### src/rtl/top_wrapper_tang9k.sv
// UART-fronted SHA-256 engine: frames of 0x01 <payload> 0xFF are hashed as a single
// block and the 32-byte digest is sent back over the UART, H0 MSB first.
module top_wrapper_tang9k #(
  parameter int CLK_FREQ  = 27000000,
  parameter int BAUD_RATE = 115200
) (
  input  logic clk,
  input  logic rst_n,
  input  logic uart_rx,
  output logic uart_tx,
  output logic led0
);

  localparam int BIT_CLKS  = CLK_FREQ / BAUD_RATE;
  localparam int HALF_CLKS = BIT_CLKS / 2;
  localparam int CW        = $clog2(BIT_CLKS + 1);
  localparam logic [CW-1:0] BIT_LAST  = CW'(BIT_CLKS - 1);
  localparam logic [CW-1:0] HALF_LAST = CW'(HALF_CLKS - 1);
  localparam int MAX_LEN = 55;

  localparam logic [31:0] K_TAB [0:63] = '{
    32'h428a2f98, 32'h71374491, 32'hb5c0fbcf, 32'he9b5dba5, 32'h3956c25b, 32'h59f111f1, 32'h923f82a4, 32'hab1c5ed5,
    32'hd807aa98, 32'h12835b01, 32'h243185be, 32'h550c7dc3, 32'h72be5d74, 32'h80deb1fe, 32'h9bdc06a7, 32'hc19bf174,
    32'he49b69c1, 32'hefbe4786, 32'h0fc19dc6, 32'h240ca1cc, 32'h2de92c6f, 32'h4a7484aa, 32'h5cb0a9dc, 32'h76f988da,
    32'h983e5152, 32'ha831c66d, 32'hb00327c8, 32'hbf597fc7, 32'hc6e00bf3, 32'hd5a79147, 32'h06ca6351, 32'h14292967,
    32'h27b70a85, 32'h2e1b2138, 32'h4d2c6dfc, 32'h53380d13, 32'h650a7354, 32'h766a0abb, 32'h81c2c92e, 32'h92722c85,
    32'ha2bfe8a1, 32'ha81a664b, 32'hc24b8b70, 32'hc76c51a3, 32'hd192e819, 32'hd6990624, 32'hf40e3585, 32'h106aa070,
    32'h19a4c116, 32'h1e376c08, 32'h2748774c, 32'h34b0bcb5, 32'h391c0cb3, 32'h4ed8aa4a, 32'h5b9cca4f, 32'h682e6ff3,
    32'h748f82ee, 32'h78a5636f, 32'h84c87814, 32'h8cc70208, 32'h90befffa, 32'ha4506ceb, 32'hbef9a3f7, 32'hc67178f2
  };
  localparam logic [31:0] IV_TAB [0:7] = '{
    32'h6a09e667, 32'hbb67ae85, 32'h3c6ef372, 32'ha54ff53a,
    32'h510e527f, 32'h9b05688c, 32'h1f83d9ab, 32'h5be0cd19
  };

  function automatic logic [31:0] rotr(input logic [31:0] x, input int n);
    return (x >> n) | (x << (32 - n));
  endfunction
  function automatic logic [31:0] big_s0(input logic [31:0] x);
    return rotr(x, 2) ^ rotr(x, 13) ^ rotr(x, 22);
  endfunction
  function automatic logic [31:0] big_s1(input logic [31:0] x);
    return rotr(x, 6) ^ rotr(x, 11) ^ rotr(x, 25);
  endfunction
  function automatic logic [31:0] small_s0(input logic [31:0] x);
    return rotr(x, 7) ^ rotr(x, 18) ^ (x >> 3);
  endfunction
  function automatic logic [31:0] small_s1(input logic [31:0] x);
    return rotr(x, 17) ^ rotr(x, 19) ^ (x >> 10);
  endfunction

  // ---------------- UART receiver ----------------
  typedef enum logic [1:0] {RX_IDLE, RX_START, RX_DATA, RX_STOP} rx_state_t;

  rx_state_t       rx_state_reg;
  logic            rx_meta_reg, rx_sync_reg, rx_prev_reg;
  logic [CW-1:0]   rx_cnt_reg;
  logic [2:0]      rx_bit_reg;
  logic [7:0]      rx_shift_reg;
  logic            rx_valid_reg;
  logic [7:0]      rx_byte_reg;

  always_ff @(posedge clk or negedge rst_n) begin
    if (!rst_n) begin
      rx_meta_reg  <= 1'b1;
      rx_sync_reg  <= 1'b1;
      rx_prev_reg  <= 1'b1;
      rx_state_reg <= RX_IDLE;
      rx_cnt_reg   <= '0;
      rx_bit_reg   <= '0;
      rx_shift_reg <= '0;
      rx_valid_reg <= 1'b0;
      rx_byte_reg  <= '0;
    end else begin
      rx_meta_reg  <= uart_rx;
      rx_sync_reg  <= rx_meta_reg;
      rx_prev_reg  <= rx_sync_reg;
      rx_valid_reg <= 1'b0;
      case (rx_state_reg)
        RX_IDLE: begin
          if (rx_prev_reg && !rx_sync_reg) begin
            rx_state_reg <= RX_START;
            rx_cnt_reg   <= '0;
          end
        end
        RX_START: begin
          // a glitch shorter than half a bit drops back to idle
          if (rx_cnt_reg == HALF_LAST) begin
            rx_cnt_reg   <= '0;
            rx_bit_reg   <= '0;
            rx_state_reg <= rx_sync_reg ? RX_IDLE : RX_DATA;
          end else begin
            rx_cnt_reg <= rx_cnt_reg + 1'b1;
          end
        end
        RX_DATA: begin
          if (rx_cnt_reg == BIT_LAST) begin
            rx_cnt_reg   <= '0;
            rx_shift_reg <= {rx_sync_reg, rx_shift_reg[7:1]};
            rx_bit_reg   <= rx_bit_reg + 1'b1;
            if (rx_bit_reg == 3'd7) rx_state_reg <= RX_STOP;
          end else begin
            rx_cnt_reg <= rx_cnt_reg + 1'b1;
          end
        end
        RX_STOP: begin
          if (rx_cnt_reg == BIT_LAST) begin
            rx_cnt_reg   <= '0;
            rx_state_reg <= RX_IDLE;
            if (rx_sync_reg) begin
              rx_valid_reg <= 1'b1;
              rx_byte_reg  <= rx_shift_reg;
            end
          end else begin
            rx_cnt_reg <= rx_cnt_reg + 1'b1;
          end
        end
        default: rx_state_reg <= RX_IDLE;
      endcase
    end
  end

  // ---------------- payload buffer ----------------
  typedef enum logic [2:0] {IDLE, RECV, PAD, HASH, SEND} state_t;

  state_t      state_reg;
  logic [5:0]  len_reg;
  logic [7:0]  payload_reg [0:MAX_LEN-1];
  logic        buf_clr, buf_wr;

  assign buf_clr = rx_valid_reg && (rx_byte_reg == 8'h01) &&
                   ((state_reg == IDLE) || (state_reg == RECV));
  assign buf_wr  = rx_valid_reg && (state_reg == RECV) &&
                   (rx_byte_reg != 8'h01) && (rx_byte_reg != 8'hff) &&
                   (len_reg < 6'(MAX_LEN));

  always_ff @(posedge clk or negedge rst_n) begin
    if (!rst_n) begin
      for (int i = 0; i < MAX_LEN; i++) payload_reg[i] <= '0;
    end else if (buf_clr) begin
      for (int i = 0; i < MAX_LEN; i++) payload_reg[i] <= '0;
    end else if (buf_wr) begin
      payload_reg[len_reg] <= rx_byte_reg;
    end
  end

  // ---------------- padded block ----------------
  logic [7:0]  blk_byte [0:63];
  logic [31:0] blk_word [0:15];
  logic [15:0] bit_len;

  assign bit_len = {7'd0, len_reg, 3'd0};

  genvar gi;
  generate
    for (gi = 0; gi < 64; gi++) begin : g_blk_byte
      if (gi < MAX_LEN) begin : g_data
        assign blk_byte[gi] = (len_reg > 6'(gi))  ? payload_reg[gi] :
                              (len_reg == 6'(gi)) ? 8'h80 : 8'h00;
      end else if (gi == MAX_LEN) begin : g_last_marker
        assign blk_byte[gi] = (len_reg == 6'(MAX_LEN)) ? 8'h80 : 8'h00;
      end else if (gi == 62) begin : g_len_hi
        assign blk_byte[gi] = bit_len[15:8];
      end else if (gi == 63) begin : g_len_lo
        assign blk_byte[gi] = bit_len[7:0];
      end else begin : g_zero
        assign blk_byte[gi] = 8'h00;
      end
    end
    for (gi = 0; gi < 16; gi++) begin : g_blk_word
      assign blk_word[gi] = {blk_byte[4*gi], blk_byte[4*gi+1], blk_byte[4*gi+2], blk_byte[4*gi+3]};
    end
  endgenerate

  // ---------------- compression round ----------------
  logic [31:0]  a_reg, b_reg, c_reg, d_reg, e_reg, f_reg, g_reg, h_reg;
  logic [31:0]  w_reg [0:15];
  logic [5:0]   round_reg;
  logic [31:0]  t1, t2, a_new, e_new, w_new;
  logic [255:0] digest_sum;

  assign t1    = h_reg + big_s1(e_reg) + ((e_reg & f_reg) ^ (~e_reg & g_reg)) +
                 K_TAB[round_reg] + w_reg[0];
  assign t2    = big_s0(a_reg) + ((a_reg & b_reg) ^ (a_reg & c_reg) ^ (b_reg & c_reg));
  assign a_new = t1 + t2;
  assign e_new = d_reg + t1;
  // window holds W[t..t+15]; this is W[t+16]
  assign w_new = small_s1(w_reg[14]) + w_reg[9] + small_s0(w_reg[1]) + w_reg[0];
  assign digest_sum = {IV_TAB[0] + a_new, IV_TAB[1] + a_reg, IV_TAB[2] + b_reg, IV_TAB[3] + c_reg,
                       IV_TAB[4] + e_new, IV_TAB[5] + e_reg, IV_TAB[6] + f_reg, IV_TAB[7] + g_reg};

  // ---------------- control FSM and transmitter ----------------
  logic [255:0]  digest_reg;
  logic [CW-1:0] tx_cnt_reg;
  logic [3:0]    tx_bit_reg;
  logic [4:0]    byte_idx_reg;
  logic          uart_tx_reg, led0_reg;
  logic          tx_next_bit;

  // tx_bit_reg is the frame bit on the line (0 start, 1..8 data, 9 stop)
  assign tx_next_bit = (tx_bit_reg == 4'd8) ? 1'b1 : digest_reg[248 + 32'(tx_bit_reg[2:0])];

  always_ff @(posedge clk or negedge rst_n) begin
    if (!rst_n) begin
      state_reg    <= IDLE;
      len_reg      <= '0;
      round_reg    <= '0;
      a_reg <= '0; b_reg <= '0; c_reg <= '0; d_reg <= '0;
      e_reg <= '0; f_reg <= '0; g_reg <= '0; h_reg <= '0;
      for (int i = 0; i < 16; i++) w_reg[i] <= '0;
      digest_reg   <= '0;
      tx_cnt_reg   <= '0;
      tx_bit_reg   <= '0;
      byte_idx_reg <= '0;
      uart_tx_reg  <= 1'b1;
      led0_reg     <= 1'b1;
    end else begin
      case (state_reg)
        IDLE: begin
          if (buf_clr) begin
            len_reg   <= '0;
            state_reg <= RECV;
            led0_reg  <= 1'b0;
          end
        end
        RECV: begin
          if (rx_valid_reg) begin
            if (rx_byte_reg == 8'h01)      len_reg   <= '0;
            else if (rx_byte_reg == 8'hff) state_reg <= PAD;
            else if (buf_wr)               len_reg   <= len_reg + 6'd1;
          end
        end
        PAD: begin
          for (int i = 0; i < 16; i++) w_reg[i] <= blk_word[i];
          a_reg <= IV_TAB[0]; b_reg <= IV_TAB[1]; c_reg <= IV_TAB[2]; d_reg <= IV_TAB[3];
          e_reg <= IV_TAB[4]; f_reg <= IV_TAB[5]; g_reg <= IV_TAB[6]; h_reg <= IV_TAB[7];
          round_reg <= '0;
          state_reg <= HASH;
        end
        HASH: begin
          for (int i = 0; i < 15; i++) w_reg[i] <= w_reg[i+1];
          w_reg[15] <= w_new;
          h_reg <= g_reg; g_reg <= f_reg; f_reg <= e_reg; e_reg <= e_new;
          d_reg <= c_reg; c_reg <= b_reg; b_reg <= a_reg; a_reg <= a_new;
          round_reg <= round_reg + 6'd1;
          if (round_reg == 6'd63) begin
            digest_reg   <= digest_sum;
            state_reg    <= SEND;
            uart_tx_reg  <= 1'b0;
            tx_cnt_reg   <= '0;
            tx_bit_reg   <= '0;
            byte_idx_reg <= '0;
          end
        end
        SEND: begin
          if (tx_cnt_reg == BIT_LAST) begin
            tx_cnt_reg <= '0;
            if (tx_bit_reg == 4'd9) begin
              if (byte_idx_reg == 5'd31) begin
                state_reg   <= IDLE;
                led0_reg    <= 1'b1;
                uart_tx_reg <= 1'b1;
              end else begin
                byte_idx_reg <= byte_idx_reg + 5'd1;
                digest_reg   <= digest_reg << 8;
                tx_bit_reg   <= '0;
                uart_tx_reg  <= 1'b0;
              end
            end else begin
              tx_bit_reg  <= tx_bit_reg + 4'd1;
              uart_tx_reg <= tx_next_bit;
            end
          end else begin
            tx_cnt_reg <= tx_cnt_reg + 1'b1;
          end
        end
        default: state_reg <= IDLE;
      endcase
    end
  end

  assign uart_tx = uart_tx_reg;
  assign led0    = led0_reg;

endmodule

### config.mk
export PLATFORM = sky130hd
export DESIGN_NAME = top_wrapper_tang9k
export DESIGN_NICKNAME = d
export VERILOG_FILES = /design/src/rtl/top_wrapper_tang9k.sv
export SDC_FILE = /design/constraint.sdc
export NUM_CORES = 2
export LEC_CHECK = 0
export ABC_AREA = 0
export ABC_CLOCK_PERIOD_IN_PS = 10900
export BUFFER_PORTS_ARGS = -buffer_cell sky130_fd_sc_hd__buf_2
export CORE_MARGIN = 4
export CORE_UTILIZATION = 43
export DETAILED_ROUTE_END_ITERATION = 10
export GPL_TIMING_DRIVEN = 0
export HOLD_SLACK_MARGIN = 0.1
export PLACE_DENSITY = 0.55
export REMOVE_ABC_BUFFERS = 1
export SYNTH_ARGS = -nofsm -noshare
export SYNTH_HDL_FRONTEND = slang
export SYNTH_SLANG_ARGS = --single-unit
export TNS_END_PERCENT = 1
### constraint.sdc
create_clock -name clk -period 10.9 [get_ports clk]
set_input_delay 2.18 -clock clk [delete_from_list [all_inputs] [get_ports clk]]
set_output_delay 2.18 -clock clk [all_outputs]
set_load 0.05 [all_outputs]
## After elaboration in Yosys (flattened, before gate mapping)

Memories as Yosys holds them, arrays and structs flattened.
Index checks and enable logic that the tools add are counted.

- $add $sub $neg: 26
- Magnitude comparators: 60
- Eq/ne operators: 91
- Muxes and demuxes: 191
- Bitwise gates (word level): 29
- Reductions and logical operators: 31

Operators with widths:

| cell | count |
|---|---|
| 256-bit two-way mux | 4 |
| 512-bit case mux with 2 select lines | 1 |
| 8-bit two-way mux | 117 |
| 440-bit two-way mux | 2 |
| 256-bit case mux with 2 select lines | 1 |
| 32-bit case mux with 2 select lines | 8 |
| 440-bit bitwise mux | 1 |
| 32-bit adder | 10 |
| 32-bit bitwise XOR | 9 |
| 32-bit AND | 5 |
| 6-bit == test (second input constant) | 25 |
| 6-bit greater-than comparator (second input constant) | 23 |
| 31-bit by 32-bit adder with 32-bit output (first input constant) | 3 |
| 32-bit adder (first input constant) | 3 |
| 6-bit by 5-bit == test with 1-bit output (second input constant) | 16 |
| 6-bit by 5-bit greater-than comparator with 1-bit output (second input constant) | 16 |
| 32-bit two-way mux | 2 |
| 8-bit demux with 6-bit select | 1 |
| 6-bit by 4-bit == test with 1-bit output (second input constant) | 8 |
| 6-bit by 4-bit greater-than comparator with 1-bit output (second input constant) | 8 |
| 29-bit by 32-bit adder with 32-bit output (first input constant) | 1 |
| 30-bit by 32-bit adder with 32-bit output (first input constant) | 1 |
| 32-bit NOT | 1 |
| 10-bit by 32-bit OR with 32-bit output | 1 |
| other kinds (72) | 161 |

- Flip-flop bits (word level): 1531
- Memory bits (read-only): 2048
- Input bits: 3
- Output and inout port bits: 2
- Logic and storage cells: 526
- Memories: 1

Memories:

| memory | depth | width | rd ports | clocked after Yosys merged registers in | wr ports | RTL line | text |
|---|---|---|---|---|---|---|---|
| (name not given) | 64 | 32 | 1 | 0 | 0 | 183 | `K_TAB[round_reg] + w_reg[0];` |

## Longest topological paths before layout

- Depth after elaboration: 11
- Depth in mapped cells: 38

## Worst setup path before layout

OpenSTA, ideal clock, no wires.

- Path kind: register -> register
- Start point: reg round_reg[2]
- End point: reg digest_reg[254]
- Setup time: 0.124 ns
- Arrival: 7.949 ns
- Required time: 10.776 ns
- Path slack: 2.827 ns
- Cell stages (with the launch flop): 34
- Clock period less this slack: 8.073 ns
- Cell sequence: dfrtp_1 -> clkbuf_1 -> clkinv_1 -> clkbuf_1 -> buf_1 -> ha_1 -> nand2_1 -> o21ai_0 -> mux4_2 -> fa_1 -> inv_1 -> ha_1 -> a21o_1 -> a21o_1 -> a21oi_1 -> o21ai_0 -> a21oi_1 -> a211oi_1 -> o22ai_1 -> o21ai_0 -> a2111oi_0 -> nor3_1 -> xnor2_1 -> fa_1 -> inv_1 -> ha_1 -> and3_1 -> and3_1 -> and3_1 -> o41ai_1 -> or4b_1 -> o311a_1 -> o2111a_1 -> a211o_1

- Longest elaborated chain between the ends: 10

RTL lines:

| item | RTL line | text |
|---|---|---|
| start, declared | 178 | `logic [5:0] round_reg;` |
| start signal, assigned | 245 | `round_reg <= round_reg + 6'd1;` |
| 6-bit NOT with 7-bit output (not written as such) | 183 |  |
| memory 64 x 32 bit | -- |  |
| 32-bit two-way mux (not written as such) (2 in series) | 183 |  |
| 32-bit adder | 182 | `assign t1 = h_reg + big_s1(e_reg) + ((e_reg & f_reg) ^ (~e_reg & g_reg)) +` |
| 32-bit adder | 183 |  |
| 32-bit adder | 185 | `assign a_new = t1 + t2;` |
| 31-bit by 32-bit adder with 32-bit output | 189 | `assign digest_sum = {IV_TAB[0] + a_new, IV_TAB[1] + a_reg, IV_TAB[2] + b_reg, IV_TAB[3] + c_reg,` |
| 256-bit two-way mux | 246 | `if (round_reg == 6'd63) begin` |
| 256-bit case mux with 2 select lines | 218 | `case (state_reg)` |
| end signal, assigned | 247 | `digest_reg <= digest_sum;` |
| end signal, assigned | 265 | `digest_reg <= digest_reg << 8;` |
| end, declared | 193 | `logic [255:0] digest_reg;` |

Several ways; a longest one is shown, not always the timed one. The select of a mux whose other input is x is not followed.
A chain may end at the register's enable or synchronous reset.

## Worst setup path in the final report

- Start point: reg round_reg[1]
- End point: reg digest_reg[255]

The elaborated chain is that of the path after synthesis.

==> results.sh <==
export IMPL_status="finished clean"
export IMPL_die_x_microns=455.3
export IMPL_pwr_share_seq_pct=48.3
export IMPL_power_leakage_nw=44.55
export IMPL_clkLatencyLatePin_ns=0.83
export IMPL_core_area_sq_um=198200
export IMPL_pwr_share_comb_pct=1.5
export IMPL_setup_viol=0
export IMPL_portBuffers=4
export IMPL_finalMaxSlewViolations=0
export IMPL_drive_gt1_share_pct=5.636
export IMPL_postCtsSetupBuffers=0
export IMPL_clock_sinks=1531
export IMPL_antenna_found_initial=4
export IMPL_vias=72371
export IMPL_yosysSeqAreaShare_pct=44.54
export IMPL_syn2layout_area_growth_pct=10.07
export IMPL_grt_pass1_vias=70099
export IMPL_gp_congestion=0.9391
export IMPL_dp_slack_ns=-0.6881
export IMPL_clk_pin_slew_ns=0.07
export IMPL_grt_overflow_total=0
export IMPL_ff2ff_setup_slack_ns=0.65
export IMPL_crit_fanout=21
export IMPL_switchingPower_mw=2.658
export IMPL_critPathMaxStageDelay_ns=0.74
export IMPL_min_period_over_period_pct=94.05
export IMPL_ioPinCount=5
export IMPL_synth_flop_cell="dfrtp_1"
export IMPL_avgSynthCellArea_sq_um=8.835
export IMPL_r2r_end="digest_reg[255]"
export IMPL_grt_pass1_wl_mm=458.1
export IMPL_ant_nets=0
export IMPL_cts_buffers=173
export IMPL_hold_viol=0
export IMPL_powerDensity_nw_per_um2=124.7
export IMPL_dp_cells=11736
export IMPL_relSlewSlack_pct=2.985
export IMPL_crit_path_start_kind="flip-flop"
export IMPL_p_int_mw=9.151
export IMPL_ir_drop_v=0.0001751
export IMPL_fin_crit_ns=10.25
export IMPL_synthesis_area_sq_um=86030
export IMPL_min_delay_start="rx_meta_reg"
export IMPL_die_y_microns=455.3
export IMPL_ctsRootBufferMaster="clkbuf_16"
export IMPL_required_ns=11.61
export IMPL_gr_usage_all_layers_pct=28.85
export IMPL_holdWs_ns=0.3588
export IMPL_yosys_warnings=0
export IMPL_crit_type="flip-flop to flip-flop"
export IMPL_die_area_sq_um=207300
export IMPL_clockBufferDepth=3
export IMPL_wl_per_cell_microns=25.06
export IMPL_nFillCells=18870
export IMPL_max_freq_mhz=97.55
export IMPL_h_tree_depth=4
export IMPL_largest_reg_flops=512
export IMPL_hold_class="flip-flop to flip-flop"
export IMPL_rows=163
export IMPL_via_per_inst=6.008
export IMPL_hold_path_depth=0
export IMPL_layout_commonest_cell="dfrtp_1"
export IMPL_grt_max_degree=161
export IMPL_crit_top_cell="a21oi_1"
export IMPL_skew_ns=0.04371
export IMPL_rsz0062_at_grt="no"
export IMPL_synth_top_cell_by_area="dfrtp_1"
export IMPL_syn_inst=9737
export IMPL_yosys_top_cells_area="dfrtp_1 44%, nand2_1 6.3%, o21ai_0 5.2%, fa_1 4.4%, xnor2_1 4.0%"
export IMPL_tritoncts="built"
export IMPL_setup_slack_ns=0.6487
export IMPL_crit_path_end_kind="flip-flop"
export IMPL_final_nets=9631
export IMPL_drt_iter0_drc=8565
export IMPL_rr_worst_depth=31
export IMPL_initial_utilization_pct=43.40
export IMPL_drc=0
export IMPL_final_cells=12045
export IMPL_place_hpwl_mm=211.2
export IMPL_synth_cell_types=120
export IMPL_holdPathEnd="rx_sync_reg"
export IMPL_rr_startpoint="round_reg[1]"
export IMPL_swShare_pct=22.51
export IMPL_ys_ff_latch=1531
export IMPL_final_cell_mix="1,510 x dfrtp_1, 1,444 x nand2_1, 899 x o21ai_0"
export IMPL_synth_top_area_share_pct=44.39
export IMPL_drt_total_wl_mm=301.9
export IMPL_clkPwrFrac_pct=50.2
export IMPL_worst_slew_pin_slew_ns=1.450
export IMPL_max_cap_viol_count=0
export IMPL_worst_ep_arrival_time_ns=10.96
export IMPL_async_flop_share_pct=100.0
export IMPL_cpMaxStageDelayCell="ha_1"
export IMPL_synth_edf_count=0
export IMPL_drt_pass1_iter_count=9
==> cell usage after synthesis (all sizes together), types with 72 or more instances <==
master,instances
nor3,192
xnor2,394
a21oi,565
nor2,871
nand2,1447
and3,112
clkbuf,686
fa,187
dfrtp,1526
a22o,72
o21ai,924
a211oi,101
xor2,159
inv,702
a221oi,132
a31oi,102
nand3,296
a222oi,217
ha,169
==> power by group through the flow <==
| stage | clock network (mW) | registers (mW) | logic [mW] |
|---|---|---|---|
| floorplan | 0 | 5.81 | 0.0391 |
| global placement | 0 | 5.82 | 0.166 |
| detailed placement | 0 | 5.81 | 0.183 |
| CTS | 6.02 | 5.71 | 0.183 |
| global route | 6.26 | 5.71 | 0.208 |
| finish | 5.93 | 5.71 | 0.174 |
==> critical path: cells and delay by family (launching register included) <==
kind                     cells  cell delay, ns
adder cells (fa/ha/maj)      5            2.65
flip-flops                   1            0.70
AND/OR/NAND/NOR              6            2.04
buffers and inverters        3            0.49
AO/OA/AOI/OAI               15            3.75
XOR/XNOR                     2            0.50
==> stage by stage <==
stage / power, mW / TNS [ns] / utilization [%] / area (sq um)
after floorplan: 5.849 / - / - / 83180
after global placement: 5.988 / - / 43.64 / 86500
after detailed placement: 5.995 / -4.731 / 44.88 / 88970
after CTS: 11.91 / 0 / 47.75 / 94650
after global routing: 12.18 / 0 / 47.76 / 94680
final: 11.81 / 0 / 47.77 / 94690
==> timing repair <==
action / in CTS / in global routing
hold buffers: 0 / 0
resized for setup: 3 / 10
endpoints found under the setup margin: 17 / 16
==> routing by layer <==
layer	track usage, %	wire [microns]	share of wire [%]
met1	40.29	129800	43
met2	45.59	137800	46
met3	4.498	22090	7.3
met4	10.49	12160	4.0
met5	0	15	0.0050
==> cell families (layout without fill, tap and decap cells) <==
kind of cell,count (synthesis),after routing,share of synthesized area [%]
and+or+nand+nor,3158,3158,15.70
adders and majority gates,362,362,6.879
AOI/OAI and AO/OA,2589,2589,19.66
buffers and inverters,1461,1127,6.433
xor gates and xnor gates,553,553,5.648
other,0,2,0
DFF,1531,1531,44.54
muxes,83,83,1.143
==> how the worst max path moves through the flow <==
stage | start | endpoint | cells past startpoint
CTS | round_reg[1] | digest_reg[255] | 33
global route | round_reg[1] | digest_reg[255] | 31
floorplan | state_reg[2] | w_reg[208] | 5
detailed placement | round_reg[1] | digest_reg[255] | 33
global placement | state_reg[2] | w_reg[274] | 5
finish | round_reg[1] | digest_reg[255] | 31
==> cell type report <==
cell class	instances	area, sq um	area share [%]
multi-input cells	6745	42300	44.68
flip-flops and latches	1531	38360	40.51
clock buffers	261	5104	5.390
well taps	2640	3303	3.489
inverters	715	2698	2.849
repair buffers	106	2341	2.472
clock inverters	45	574.3	0.6065
diodes	2	5.005	0.005286
(Power assumes the default switching activity.)
